## config.mk

```make
export PLATFORM = sky130hd
export DESIGN_NAME = pl_stage_reg_flat
export DESIGN_NICKNAME = d
export VERILOG_FILES = /design/src/rtl/pl_stage_reg_pkg.sv /design/src/rtl/pl_stage_reg_if.sv /design/src/rtl/pl_stage_reg_sat_cnt.sv /design/src/rtl/pl_stage_reg.sv /design/src/flat_wrapper.sv
export SDC_FILE = /design/constraint.sdc
export NUM_CORES = 1
export LEC_CHECK = 0
export CORE_ASPECT_RATIO = 0.5
export CORE_MARGIN = 5
export CORE_UTILIZATION = 45
export DETAILED_ROUTE_END_ITERATION = 12
export PLACE_DENSITY_LB_ADDON = 0.1
export SLEW_MARGIN = 5
export SYNTH_ARGS = -nofsm -noshare
export SYNTH_HDL_FRONTEND = slang
export SYNTH_SLANG_ARGS = --single-unit
```

## constraint.sdc

```tcl
create_clock -name CLK -period 5.67 [get_ports CLK]
set_clock_uncertainty 0.05 [all_clocks]
set_input_delay 1.134 -clock CLK [delete_from_list [all_inputs] [get_ports CLK]]
set_output_delay 1.134 -clock CLK [all_outputs]
set_load 0.1 [all_outputs]
```

## src/rtl/pl_stage_reg_pkg.sv

```systemverilog
// Shared types and constants for the narrowwell pipeline stage registers.
// Holds the entry-state enum, default bundle widths and the per-stage control reset values.
package pl_pkg;

  typedef enum logic [1:0] {
    PL_EMPTY = 2'd0,
    PL_ONE   = 2'd1,
    PL_FULL  = 2'd2
  } pl_state_t;

  localparam int PL_CTRL_W = 16;
  localparam int PL_DATA_W = 128;

  // Control values a squashed slot must carry: everything deasserted (no write, no halt).
  localparam logic [PL_CTRL_W-1:0] PL_IFID_CTRL_RST  = '0;
  localparam logic [PL_CTRL_W-1:0] PL_IDEX_CTRL_RST  = '0;
  localparam logic [PL_CTRL_W-1:0] PL_EXMEM_CTRL_RST = '0;
  localparam logic [PL_CTRL_W-1:0] PL_MEMWB_CTRL_RST = '0;

  function automatic logic pl_has_room(input pl_state_t s);
    return s != PL_FULL;
  endfunction

endpackage

```

## src/rtl/pl_stage_reg_if.sv

```systemverilog
// Valid/ready link through one pipeline stage: upstream (in_*) and downstream (out_*) sides.
// The stage register itself takes the slave modport; the surrounding pipeline takes master.
interface pl_stage_reg_if #(
  parameter int CTRL_W = pl_pkg::PL_CTRL_W,
  parameter int DATA_W = pl_pkg::PL_DATA_W
);

  logic              in_valid;
  logic              in_ready;
  logic [CTRL_W-1:0] in_ctrl;
  logic [DATA_W-1:0] in_data;
  logic              out_valid;
  logic              out_ready;
  logic [CTRL_W-1:0] out_ctrl;
  logic [DATA_W-1:0] out_data;

  modport master (
    output in_valid, in_ctrl, in_data, out_ready,
    input  in_ready, out_valid, out_ctrl, out_data
  );

  modport slave (
    input  in_valid, in_ctrl, in_data, out_ready,
    output in_ready, out_valid, out_ctrl, out_data
  );

endinterface

```

## src/rtl/pl_stage_reg_sat_cnt.sv

```systemverilog
// Saturating up-counter with synchronous clear; clear wins over increment.
module pl_sat_cnt #(
  parameter int W = 16
) (
  input  logic         CLK,
  input  logic         RST,
  input  logic         clr,
  input  logic         inc,
  output logic [W-1:0] cnt
);

  logic [W-1:0] cnt_reg;

  always_ff @(posedge CLK) begin
    if (RST || clr) begin
      cnt_reg <= '0;
    end else if (inc && (cnt_reg != {W{1'b1}})) begin
      cnt_reg <= cnt_reg + {{(W-1){1'b0}}, 1'b1};
    end
  end

  assign cnt = cnt_reg;

endmodule

```

## src/rtl/pl_stage_reg.sv

```systemverilog
// Pipeline stage register: control + data bundle behind a valid/ready handshake,
// optional two-entry skid buffer, control-only flush and a saturating stall counter.
module pl_stage_reg
  import pl_pkg::*;
#(
  parameter int                CTRL_W   = PL_CTRL_W,
  parameter int                DATA_W   = PL_DATA_W,
  parameter logic [CTRL_W-1:0] CTRL_RST = '0,
  parameter int                SKID     = 1,
  parameter int                CNT_W    = 16
) (
  input  logic             CLK,
  input  logic             RST,
  pl_stage_reg_if.slave    bus,
  input  logic             flush,
  input  logic             clr_cnt,
  output logic [CNT_W-1:0] stall_cnt
);

  pl_state_t         state_reg, state_next;
  logic [CTRL_W-1:0] head_ctrl_reg, skid_ctrl;
  logic [DATA_W-1:0] head_data_reg, skid_data;
  logic              in_xfer, out_xfer;
  logic              load_head_in, load_head_skid, load_skid;

  assign in_xfer       = bus.in_valid && bus.in_ready;
  assign out_xfer      = bus.out_valid && bus.out_ready;
  assign bus.out_valid = (state_reg != PL_EMPTY);
  assign bus.out_ctrl  = head_ctrl_reg;
  assign bus.out_data  = head_data_reg;

  always_comb begin
    state_next     = state_reg;
    load_head_in   = 1'b0;
    load_head_skid = 1'b0;
    load_skid      = 1'b0;
    unique case (state_reg)
      PL_EMPTY: begin
        if (in_xfer) begin
          state_next   = PL_ONE;
          load_head_in = 1'b1;
        end
      end
      PL_ONE: begin
        if (in_xfer && out_xfer) begin
          load_head_in = 1'b1;
        end else if (out_xfer) begin
          state_next = PL_EMPTY;
        end else if (in_xfer) begin
          state_next = PL_FULL;
          load_skid  = 1'b1;
        end
      end
      PL_FULL: begin
        if (out_xfer) begin
          state_next     = PL_ONE;
          load_head_skid = 1'b1;
        end
      end
      default: state_next = PL_EMPTY;
    endcase
    // A squash drops whatever was accepted or held this cycle.
    if (flush) begin
      state_next = PL_EMPTY;
    end
  end

  always_ff @(posedge CLK) begin
    if (RST) begin
      state_reg     <= PL_EMPTY;
      head_ctrl_reg <= CTRL_RST;
      head_data_reg <= '0;
    end else begin
      state_reg <= state_next;
      if (flush) begin
        head_ctrl_reg <= CTRL_RST;
      end else if (load_head_in) begin
        head_ctrl_reg <= bus.in_ctrl;
        head_data_reg <= bus.in_data;
      end else if (load_head_skid) begin
        head_ctrl_reg <= skid_ctrl;
        head_data_reg <= skid_data;
      end
    end
  end

  generate
    if (SKID != 0) begin : g_skid
      logic [CTRL_W-1:0] skid_ctrl_reg;
      logic [DATA_W-1:0] skid_data_reg;
      logic              ready_reg;

      always_ff @(posedge CLK) begin
        if (RST) begin
          skid_ctrl_reg <= CTRL_RST;
          skid_data_reg <= '0;
          ready_reg     <= 1'b1;
        end else begin
          ready_reg <= pl_has_room(state_next);
          if (flush) begin
            skid_ctrl_reg <= CTRL_RST;
          end else if (load_skid) begin
            skid_ctrl_reg <= bus.in_ctrl;
            skid_data_reg <= bus.in_data;
          end
        end
      end

      assign skid_ctrl    = skid_ctrl_reg;
      assign skid_data    = skid_data_reg;
      // Registered ready keeps out_ready off the upstream timing path.
      assign bus.in_ready = ready_reg && !RST;
    end else begin : g_noskid
      assign skid_ctrl    = CTRL_RST;
      assign skid_data    = '0;
      assign bus.in_ready = (!bus.out_valid || bus.out_ready) && !RST;
    end
  endgenerate

  pl_sat_cnt #(
    .W (CNT_W)
  ) u_stall_cnt (
    .CLK (CLK),
    .RST (RST),
    .clr (clr_cnt),
    .inc (bus.out_valid && !bus.out_ready),
    .cnt (stall_cnt)
  );

endmodule

```

## src/flat_wrapper.sv

```systemverilog
// flat-port wrapper written by rule: the top's interface ports become plain ports
module pl_stage_reg_flat import pl_pkg::*;
#(
  parameter int                CTRL_W   = PL_CTRL_W,
  parameter int                DATA_W   = PL_DATA_W,
  parameter logic [CTRL_W-1:0] CTRL_RST = '0,
  parameter int                SKID     = 1,
  parameter int                CNT_W    = 16
)
  (CLK, RST, flush, clr_cnt, stall_cnt, bus_in_valid, bus_in_ctrl, bus_in_data, bus_out_ready, bus_in_ready, bus_out_valid, bus_out_ctrl, bus_out_data);
  pl_stage_reg_if #(.CTRL_W(CTRL_W), .DATA_W(DATA_W)) bus_i ();
  input  logic CLK;
  input  logic RST;
  input  logic flush;
  input  logic clr_cnt;
  output logic [CNT_W-1:0] stall_cnt;
  input wire logic [$bits(bus_i.in_valid)-1:0] bus_in_valid;
  input wire logic [$bits(bus_i.in_ctrl)-1:0] bus_in_ctrl;
  input wire logic [$bits(bus_i.in_data)-1:0] bus_in_data;
  input wire logic [$bits(bus_i.out_ready)-1:0] bus_out_ready;
  output wire logic [$bits(bus_i.in_ready)-1:0] bus_in_ready;
  output wire logic [$bits(bus_i.out_valid)-1:0] bus_out_valid;
  output wire logic [$bits(bus_i.out_ctrl)-1:0] bus_out_ctrl;
  output wire logic [$bits(bus_i.out_data)-1:0] bus_out_data;
  assign bus_i.in_valid = bus_in_valid;
  assign bus_i.in_ctrl = bus_in_ctrl;
  assign bus_i.in_data = bus_in_data;
  assign bus_i.out_ready = bus_out_ready;
  assign bus_in_ready = bus_i.in_ready;
  assign bus_out_valid = bus_i.out_valid;
  assign bus_out_ctrl = bus_i.out_ctrl;
  assign bus_out_data = bus_i.out_data;
  pl_stage_reg #(.CTRL_W(CTRL_W), .DATA_W(DATA_W), .CTRL_RST(CTRL_RST), .SKID(SKID), .CNT_W(CNT_W)) u_core (.CLK(CLK), .RST(RST), .bus(bus_i), .flush(flush), .clr_cnt(clr_cnt), .stall_cnt(stall_cnt));
endmodule
```

==> metrics.yaml, run 1 <==
logic_synthesis:
  yosysSeqAreaShare_pct: 45.9
  syn_nets: 1879
  synth_edf_count: 0
  ys_warn_count: 0
  synthTopCellsByArea: "dfxtp_1 46%, a21oi_1 11%, nand3_1 9.9%"
  synth_largest_area_cell: "dfxtp_1"
  synth_ff_type: "dfxtp_1"
  ys_types: 46
  synth_seq_cells: 307
  syn_area_sq_mm: 0.0134
  syn_area_per_cell_sq_um: 7.74
  synth_top_area_share_pct: 45.9
  synthArstFlopShare_pct: 0
  synthCells: 1728
drt:
  antenna_left: 0
  firstDrtPassIters: 5
  drt_wl_total_um: 41000
  vias_per_cell: 5.70
  drtIter0Drc: 1133
  avgRoutedWirePerCell_um: 17.7
  drc: 0
  vias: 13300
timing:
  worst_pin_slew_ps: 1140
  maxSlewViolCount: 0
  hold_viol_final: 0
  layout_setup_ws_ps: 1670
  tns_ps: 0
  fmax_mhz: 250
  setup_viol: 0
  slew_headroom_pct: 23.6
  fin_crit_sh_pct: 70.6
  rsz0062_at_grt: "false"
  period_minus_slack_ps: 4000
floorplanning:
  initial_utilization_pct: 45.9
  io_pins: 312
  die_area_sq_mm: 0.0335
  dieHeight_um: 132
  die_w_um: 254
  rows: 44
  core-area_sq_mm: 0.0291
worst_setup_path:
  worstSetupStartpointType: "input port"
  regToRegEndpoint: "u_core.bus.out_data[83]"
  slowest_stage: "clkdlybuf4s50_1"
  r2r-start: "u_core.state_reg[1]"
  critical_path_class: "in -> out"
  crit_arrival_ps: 2820
  max_stage_delay_ps: 1160
  end_kind: "primary output"
  reg2reg_depth: 5
  critPathRequiredTime_ps: 4490
  regToRegSetupSlack_ps: 3140
  cp_max_fo: 78
  cp_cell_sequence: "clkbuf_8, nor2b_1, clkdlybuf4s50_1"
worst_hold_path:
  hold_end: "u_core.g_skid.skid_data_reg[65]"
  hp-class: "reg -> reg"
  min-delay-start: "u_core.g_skid.skid_data_reg[65]"
  hold-path-cell-count: 2
global_route:
  gr-max-usage-layer: "met2"
  grt_antenna_before_repair: 0
  grt_overflow: 0
  grt_max_degree: 217
  use_met2_pct: 38.6
  grt_pass1_wl_um: 66200
  grt_use_met3_pct: 3.78
  grtUsageMet1_pct: 32.1
  track_usage_pct: 23.1
  grt_pass1_vias: 12200
cells_and_area:
  multiInputGateArea_sq_mm: 0.00650
  area_growth_pct: 30.2
  seq_area_sq_mm: 0.00615
  final_common_cell: "nand2_1"
  n_antenna_cell: 0
  fillers: 2688
  mostFrequentLayoutCells: "334 x nand2_1, 309 x clkdlybuf4s50_1, 307 x dfxtp_1, 284 x a21oi_1, 263 x nand3_1"
  post-route-util_pct: 59.8
  drive_above_1_share_pct: 4.08
  final_nets: 2062
place:
  dp_worst_setup_slack_ps: 1630
  gp_congestion: 0.803
  dp_hpwl_um: 24200
  numPortBuffers: 311
clocking:
  postCtsHoldBufs: 0
  cts_buffers: 29
  ctsLongestPathBuffers: 3
  htreeDepth: 1
  cts_tree: "done"
  cts.sinks: 307
  cts.repair.resized: 0
  cts.clk_slew.worst_paths_ps: 70
  clockRootBuffer: "clkbuf_16"
  postCtsSetupBuffers: 0
  clk_latency_ps: 560
run_status:
  status: "completed"
power_and_ir_drop:
  power_density_mw_per_mm2: 296
  ir_drop_mv: 0.215
  p_leak_uw: 0.00519
run:
  cap_viol_max_count: 0
[cell families after synthesis]
| kind of cell | Yosys count | synth area share, % |
|---|---|---|
| compound gates | 449 | 18.9 |
| fa+ha+maj | 1 | 0.0935 |
| flops | 307 | 45.9 |
| mux | 2 | 0.150 |
| buf+inv | 180 | 5.71 |
| xor+xnor | 1 | 0.0655 |
| simple gates | 788 | 29.1 |
[routing by layer]
metal / wire length (um) / vias up
met2: 19700 / 369
met5: 0 / -
met4: 682 / 0
met1: 18400 / 6342
met3: 2260 / 41
li1: - / 6505
[area by class of cell]
type	count	share of cell area [%]
clock buffers	45	4.91
clock inverters	9	0.747
inverters	4	0.101
multi-input cells	1241	37.3
flip-flops and latches	307	35.3
well taps	391	2.81
repair buffers	328	18.9
[critical path: cells and delay by family]
family / cells / cell delay [ps]
buffers and inverters: 2 / 1460
and+or+nand+nor: 1 / 220
[Yosys cell counts, drive strengths merged (3+ instances only)]
library cell and number:
nand3 264, inv 4, nor3b 128, nand2 335
a31oi 128, clkbuf 99, nor3 4, or3 8
dfxtp 307, and4 3, nand4 4, buf 77
or2 5, nor4 3, o21ai 6, a21oi 284
nor2 23, a311oi 16, o31ai 3
[where the power goes]
part	switching [uW]	total (uW)	internal (uW)
combinational	631	873	243
clock	856	2030	1180
sequential	45.0	2260	2210
[stage by stage]
stage                     hold WS [ps]  instance area [sq um]  power [uW]  std cells
after detailed placement           392                  16400        3180       2271
after global placement             388                  16400        3180       2271
after global routing               415                  17400        5360       2325
final                              400                  17400        5170       2325
after CTS                          401                  17400        5210       2325
after floorplan                    382                  13400        2890       1728
[how the worst max path moves through the flow]
stage | start | to | slack [ps] | depth (start not counted)
3_5_place_dp | RST | bus_in_ready | 1630 | 3
2_1_floorplan | RST | bus_in_ready | 1670 | 3
6_report | RST | bus_in_ready | 1670 | 3
3_3_place_gp | RST | bus_in_ready | 1690 | 3
4_1_cts | RST | bus_in_ready | 1630 | 3
5_1_grt | RST | bus_in_ready | 1610 | 3
Power figures use the tool's default switching activity.
==> run 2: changes to the inputs <==
==> constraint.sdc (replaced) <==
create_clock -name CLK -period 3.76 [get_ports CLK]
set_clock_uncertainty 0.05 [all_clocks]
set_input_delay 0.752 -clock CLK [delete_from_list [all_inputs] [get_ports CLK]]
set_output_delay 0.752 -clock CLK [all_outputs]
set_load 0.1 [all_outputs]
==> run 2 against run 1 <==
Power up 47%. Critical path depth down 2. Sequential power up 51%. Via count up 0.28%. Worst setup slack worse by 910 ps. Design area up 0.38%. Die area unchanged. Final cell count up 0.17%. Sequential share of layout area down 0.13 points. Combinational power up 52%. Sequential cell count unchanged. Core utilization up 0.23 points.
==> metrics.yaml, run 2 (synthesis results as in run 1) <==
run_status:
  status: "completed"
place:
  gp_congestion: 0.780  # -2.9%
  dp_hpwl_um: 24100  # -0.52%
  numPortBuffers: 311  # unchanged
cells_and_area:
  final_common_cell: "nand2_1"
  area_growth_pct: 30.7
  final_nets: 2068  # +0.29%
  mostFrequentLayoutCells: "334 x nand2_1, 307 x clkdlybuf4s50_1, 307 x dfxtp_1, 284 x a21oi_1, 263 x nand3_1"
  post-route-util_pct: 60.0  # +0.23 points
  n_antenna_cell: 0  # unchanged
  drive_above_1_share_pct: 4.49  # +0.40 points
worst_setup_path:
  cp.buffers_inverters: 1  # -1
  cp_cell_sequence: "clkdlybuf4s50_1"
  end_kind: "primary output"
  max_stage_delay_ps: 1190  # +30 ps
  cp_max_fo: 8  # -90%
  slowest_stage: "clkdlybuf4s50_1"
  worstSetupStartpointType: "flop"
  path_delay_family: "buffers and inverters"
  critPathRequiredTime_ps: 2960  # -1530 ps
  critical_path_class: "reg -> out"
  reg2reg_depth: 5  # unchanged
  crit_arrival_ps: 2200  # -620 ps
  cp.depth: 1  # -2
global_route:
  grt_pass1_wl_um: 65600  # -1.0%
  grt_antenna_before_repair: 0  # unchanged
  gr-max-usage-layer: "met2"
  track_usage_pct: 22.9  # -0.21 points
  grt_overflow: 0  # unchanged
  use_met2_pct: 38.6  # about the same
  grtUsageMet1_pct: 30.8  # -1.3 points
  grt_use_met3_pct: 3.43  # -0.35 points
  grt_pass1_vias: 12200  # +0.20%
  grt_max_degree: 187  # -14%
timing:
  worst_pin_slew_ps: 1080  # -65.7 ps
  fmax_mhz: 333
  setup_viol: 0  # unchanged
  period_minus_slack_ps: 3010
  fin_crit_sh_pct: 79.9
  hold_viol_final: 0  # unchanged
  tns_ps: 0  # unchanged
  slew_headroom_pct: 28.1  # +4.4 points
  maxSlewViolCount: 0  # unchanged
  rsz0062_at_grt: "false"
clocking:
  postCtsSetupBuffers: 0  # unchanged
  cts_buffers: 28  # -3.4%
  clockRootBuffer: "clkbuf_16"
  ctsLongestPathBuffers: 3  # unchanged
  htreeDepth: 1  # unchanged
  clk_latency_ps: 550  # about the same
  postCtsHoldBufs: 0  # unchanged
  cts.sinks: 307  # unchanged
  cts.clk_slew.worst_paths_ps: 70  # about the same
  cts_tree: "done"
  cts.repair.resized: 0  # unchanged
power_and_ir_drop:
  p_leak_uw: 0.00523  # +0.73%
  ir_drop_mv: 0.386  # +80%
  power_density_mw_per_mm2: 434  # +47%
floorplanning:
  initial_utilization_pct: 45.9  # unchanged
  core-area_sq_mm: 0.0291  # unchanged
  die_area_sq_mm: 0.0335  # unchanged
  dieHeight_um: 132  # unchanged
  die_w_um: 254  # unchanged
  rows: 44  # unchanged
  io_pins: 312  # unchanged
run:
  cap_viol_max_count: 0  # unchanged
drt:
  vias: 13300  # +0.28%
  drc: 0  # unchanged
  antenna_left: 0  # unchanged
  drt_wl_total_um: 41100  # +0.12%
  avgRoutedWirePerCell_um: 17.6  # about the same
  firstDrtPassIters: 5  # unchanged
  drtIter0Drc: 1068  # -5.7%
  vias_per_cell: 5.71  # +0.11%
worst_hold_path:
  hold-path-cell-count: 2  # unchanged
  hp-class: "reg -> reg"
-- run 2: cell count changes in the layout (fill, tap and decap cells not counted), moves of 2 or more --
| cell | previous run | this run |
|---|---|---|
| buf_12 | 3 | 11 |
| inv_6 | 2 | 0 |
| bufinv_16 | 3 | 1 |
| clkbuf_1 | 9 | 7 |
| clkdlybuf4s50_1 | 309 | 307 |
| clkinv_2 | 3 | 6 |
| clkbuf_8 | 9 | 7 |
-- run 2: metal layers --
metal / vias up / wire, um
met4: 0 / 1170
met2: 384 / 19400
met5: - / 0
met3: 67 / 2170
li1: 6508 / -
met1: 6335 / 18400
-- run 2: tightest hold or removal path, stage by stage, from the launching register on --
cell and delay (ps):
dfxtp_1 300, nand2_1 50, a21oi_1 50
-- run 2: report_power, final --
| part | internal (uW) | switching (uW) | total [uW] |
|---|---|---|---|
| Clock | 1580 | 1280 | 2860 |
| Combinational | 373 | 954 | 1330 |
| Sequential | 3340 | 69.1 | 3410 |
-- run 2: per-stage QoR --
stage	power (uW)	hold slack, ps	setup WS [ps]	instance area, sq um	cells
2_1_floorplan	4350	382	528	13400	1728
3_3_place_gp	4800	387	942	16600	2278
3_5_place_dp	4810	392	866	16600	2278
4_1_cts	7670	402	729	17500	2329
5_1_grt	7860	415	693	17500	2329
6_report	7600	399	755	17500	2329
-- run 2: cell type report --
| class | instances | area (sq um) |
|---|---|---|
| fill | 2642 | 11600 |
| multi-input combinational | 1241 | 6500 |
| sequential | 307 | 6150 |
| timing repair buffer | 335 | 3430 |
| clock buffer | 41 | 821 |
| tap | 391 | 489 |
| clock inverter | 10 | 83.8 |
| inverter | 4 | 17.5 |
-- run 2: path summary, 6_finish.rpt --
kind                                        start                               to  slack (ps)
hold / removal    u_core.g_skid.skid_data_reg[25]  u_core.g_skid.skid_data_reg[25]         400
hold reg to reg   u_core.g_skid.skid_data_reg[25]  u_core.g_skid.skid_data_reg[25]         400
setup / recovery        u_core.u_stall_cnt.cnt[8]                     stall_cnt[8]         750
setup reg to reg              u_core.state_reg[1]         u_core.bus.out_data[101]        1640
==> variant (flow settings as in run 2) <==
`SKID` is set to 1 in 2 places; all go to 0.
--- a/src/rtl/pl_stage_reg.sv
+++ b/src/rtl/pl_stage_reg.sv
@@ -8,3 +8,3 @@
   parameter logic [CTRL_W-1:0] CTRL_RST = '0,
-  parameter int                SKID     = 1,
+  parameter int                SKID     = 0,
   parameter int                CNT_W    = 16
--- a/src/flat_wrapper.sv
+++ b/src/flat_wrapper.sv
@@ -6,3 +6,3 @@
   parameter logic [CTRL_W-1:0] CTRL_RST = '0,
-  parameter int                SKID     = 1,
+  parameter int                SKID     = 0,
   parameter int                CNT_W    = 16
Function: changed (a bounded check fails within 4 cycles, from zero or initial values and one cycle with RST high).
==> variant against run 2 <==
  * Worst hold slack improved by 0.021 ns
  * Area after synthesis fell by 58%
  * Worst setup slack improved by 0.11 ns
  * Sequential share of layout area fell by 0.59 points
  * Non-clock buffer count fell by 17
  * Routed wire length fell by 53%
  * Via count fell by 59%
  * Design area fell by 46%
  * Total power fell by 44%
  * Sequential cell count fell by 145
  * Critical endpoint is now stall_cnt[11]
==> variant: results (changes against run 2) <==
metric,value,unit,change
cts_max_path_buffers,2,,-1
worst_slew_pin_slew,1.06,ns,-0.0131 ns
synth-compound-area-share,27.6,%,+8.7 points
startpoint,u_core.u_stall_cnt.cnt[11],,
grt_pass1_wl,28700,um,-56%
ir_drop,0.000266,V,-31%
h-tree-depth,4,,+3
hpwl,13600,um,-44%
outcome,finished clean,,
drive_above_1_share,6.23,%,+1.7 points
synth_common_cells,"dfxtp_1 (162), a22o_1 (83), a21oi_1 (54)",,
worstReg2RegStart,u_core.u_stall_cnt.cnt[0],,
synth_top_area_share,57.4,%,+11 points
leakagePower,3.37,nW,-35%
finalWirelength,19200,um,-53%
cpPeakStageDelay,1.21,ns,+0.02 ns
seq_area_frac_synth,57.4,%,+11 points
synthAdderAreaFrac,0.222,%,+0.13 points
cts_buffers,17,,-39%
clk_latency,0.40,ns,-0.15 ns
synth_xor_area_share,0,%,-0.065 points
routedWlPerCell,18.9,um,+7.0%
drtPass1Iterations,4,,-1
place_inst,985,,-57%
min-delay-start,u_core.bus.out_data[126],,
## variant: cell count changes in the layout (fill, tap and decap cells not counted), moves of 125 or more
cell            run 2  this run
a31oi_1           128         3
nand3_1           263         4
dfxtp_1           307       162
a21oi_1           284        54
nand2_1           334        53
nor3b_1           128         1
## variant: final timing paths
path / endpoint / slack [ns] / cells past startpoint
max reg2reg: u_core.u_stall_cnt.cnt[15] / 1.55 / 5
min reg2reg: u_core.bus.out_data[126] / 0.42 / 2
min: u_core.bus.out_data[126] / 0.42 / 2
max: stall_cnt[11] / 0.86 / 1
## variant: power groups by stage
| stage | Combinational [W] | Sequential [W] | Clock (W) |
|---|---|---|---|
| floorplan | 0.000123 | 0.00213 | 0 |
| global placement | 0.000702 | 0.00182 | 0 |
| detailed placement | 0.000708 | 0.00182 | 0 |
| CTS | 0.000710 | 0.00178 | 0.00178 |
| global route | 0.000733 | 0.00179 | 0.00186 |
| finish | 0.000708 | 0.00179 | 0.00175 |
## variant: metal layers
layer  global-route usage (%)  vias up  part of all wire [%]
met5                        0        -                 0.068
met4                     7.66        2                   1.9
met3                     7.69       27                   7.5
met2                     42.1      204                    50
met1                     29.1     2563                    41
li1                         -     2607                     -
## variant: area by class of cell
cell class	count	area (sq um)
clock buffer	19	443
sequential	162	3240
multi-input combinational	337	2150
tap	165	206
timing repair buffer	318	3180
fill	843	2670
inverter	3	11.3
clock inverter	12	156
## variant: through the flow
stage / worst slack [ns] / util [%] / total power (W) / hold WS [ns]
after floorplan: 0.544 / - / 0.00226 / 0.463
after global placement: 0.997 / 72.9 / 0.00252 / 0.406
after detailed placement: 0.956 / 72.9 / 0.00253 / 0.406
after CTS: 0.860 / 77.9 / 0.00427 / 0.421
after global routing: 0.818 / 77.9 / 0.00438 / 0.442
final: 0.860 / 77.9 / 0.00424 / 0.421
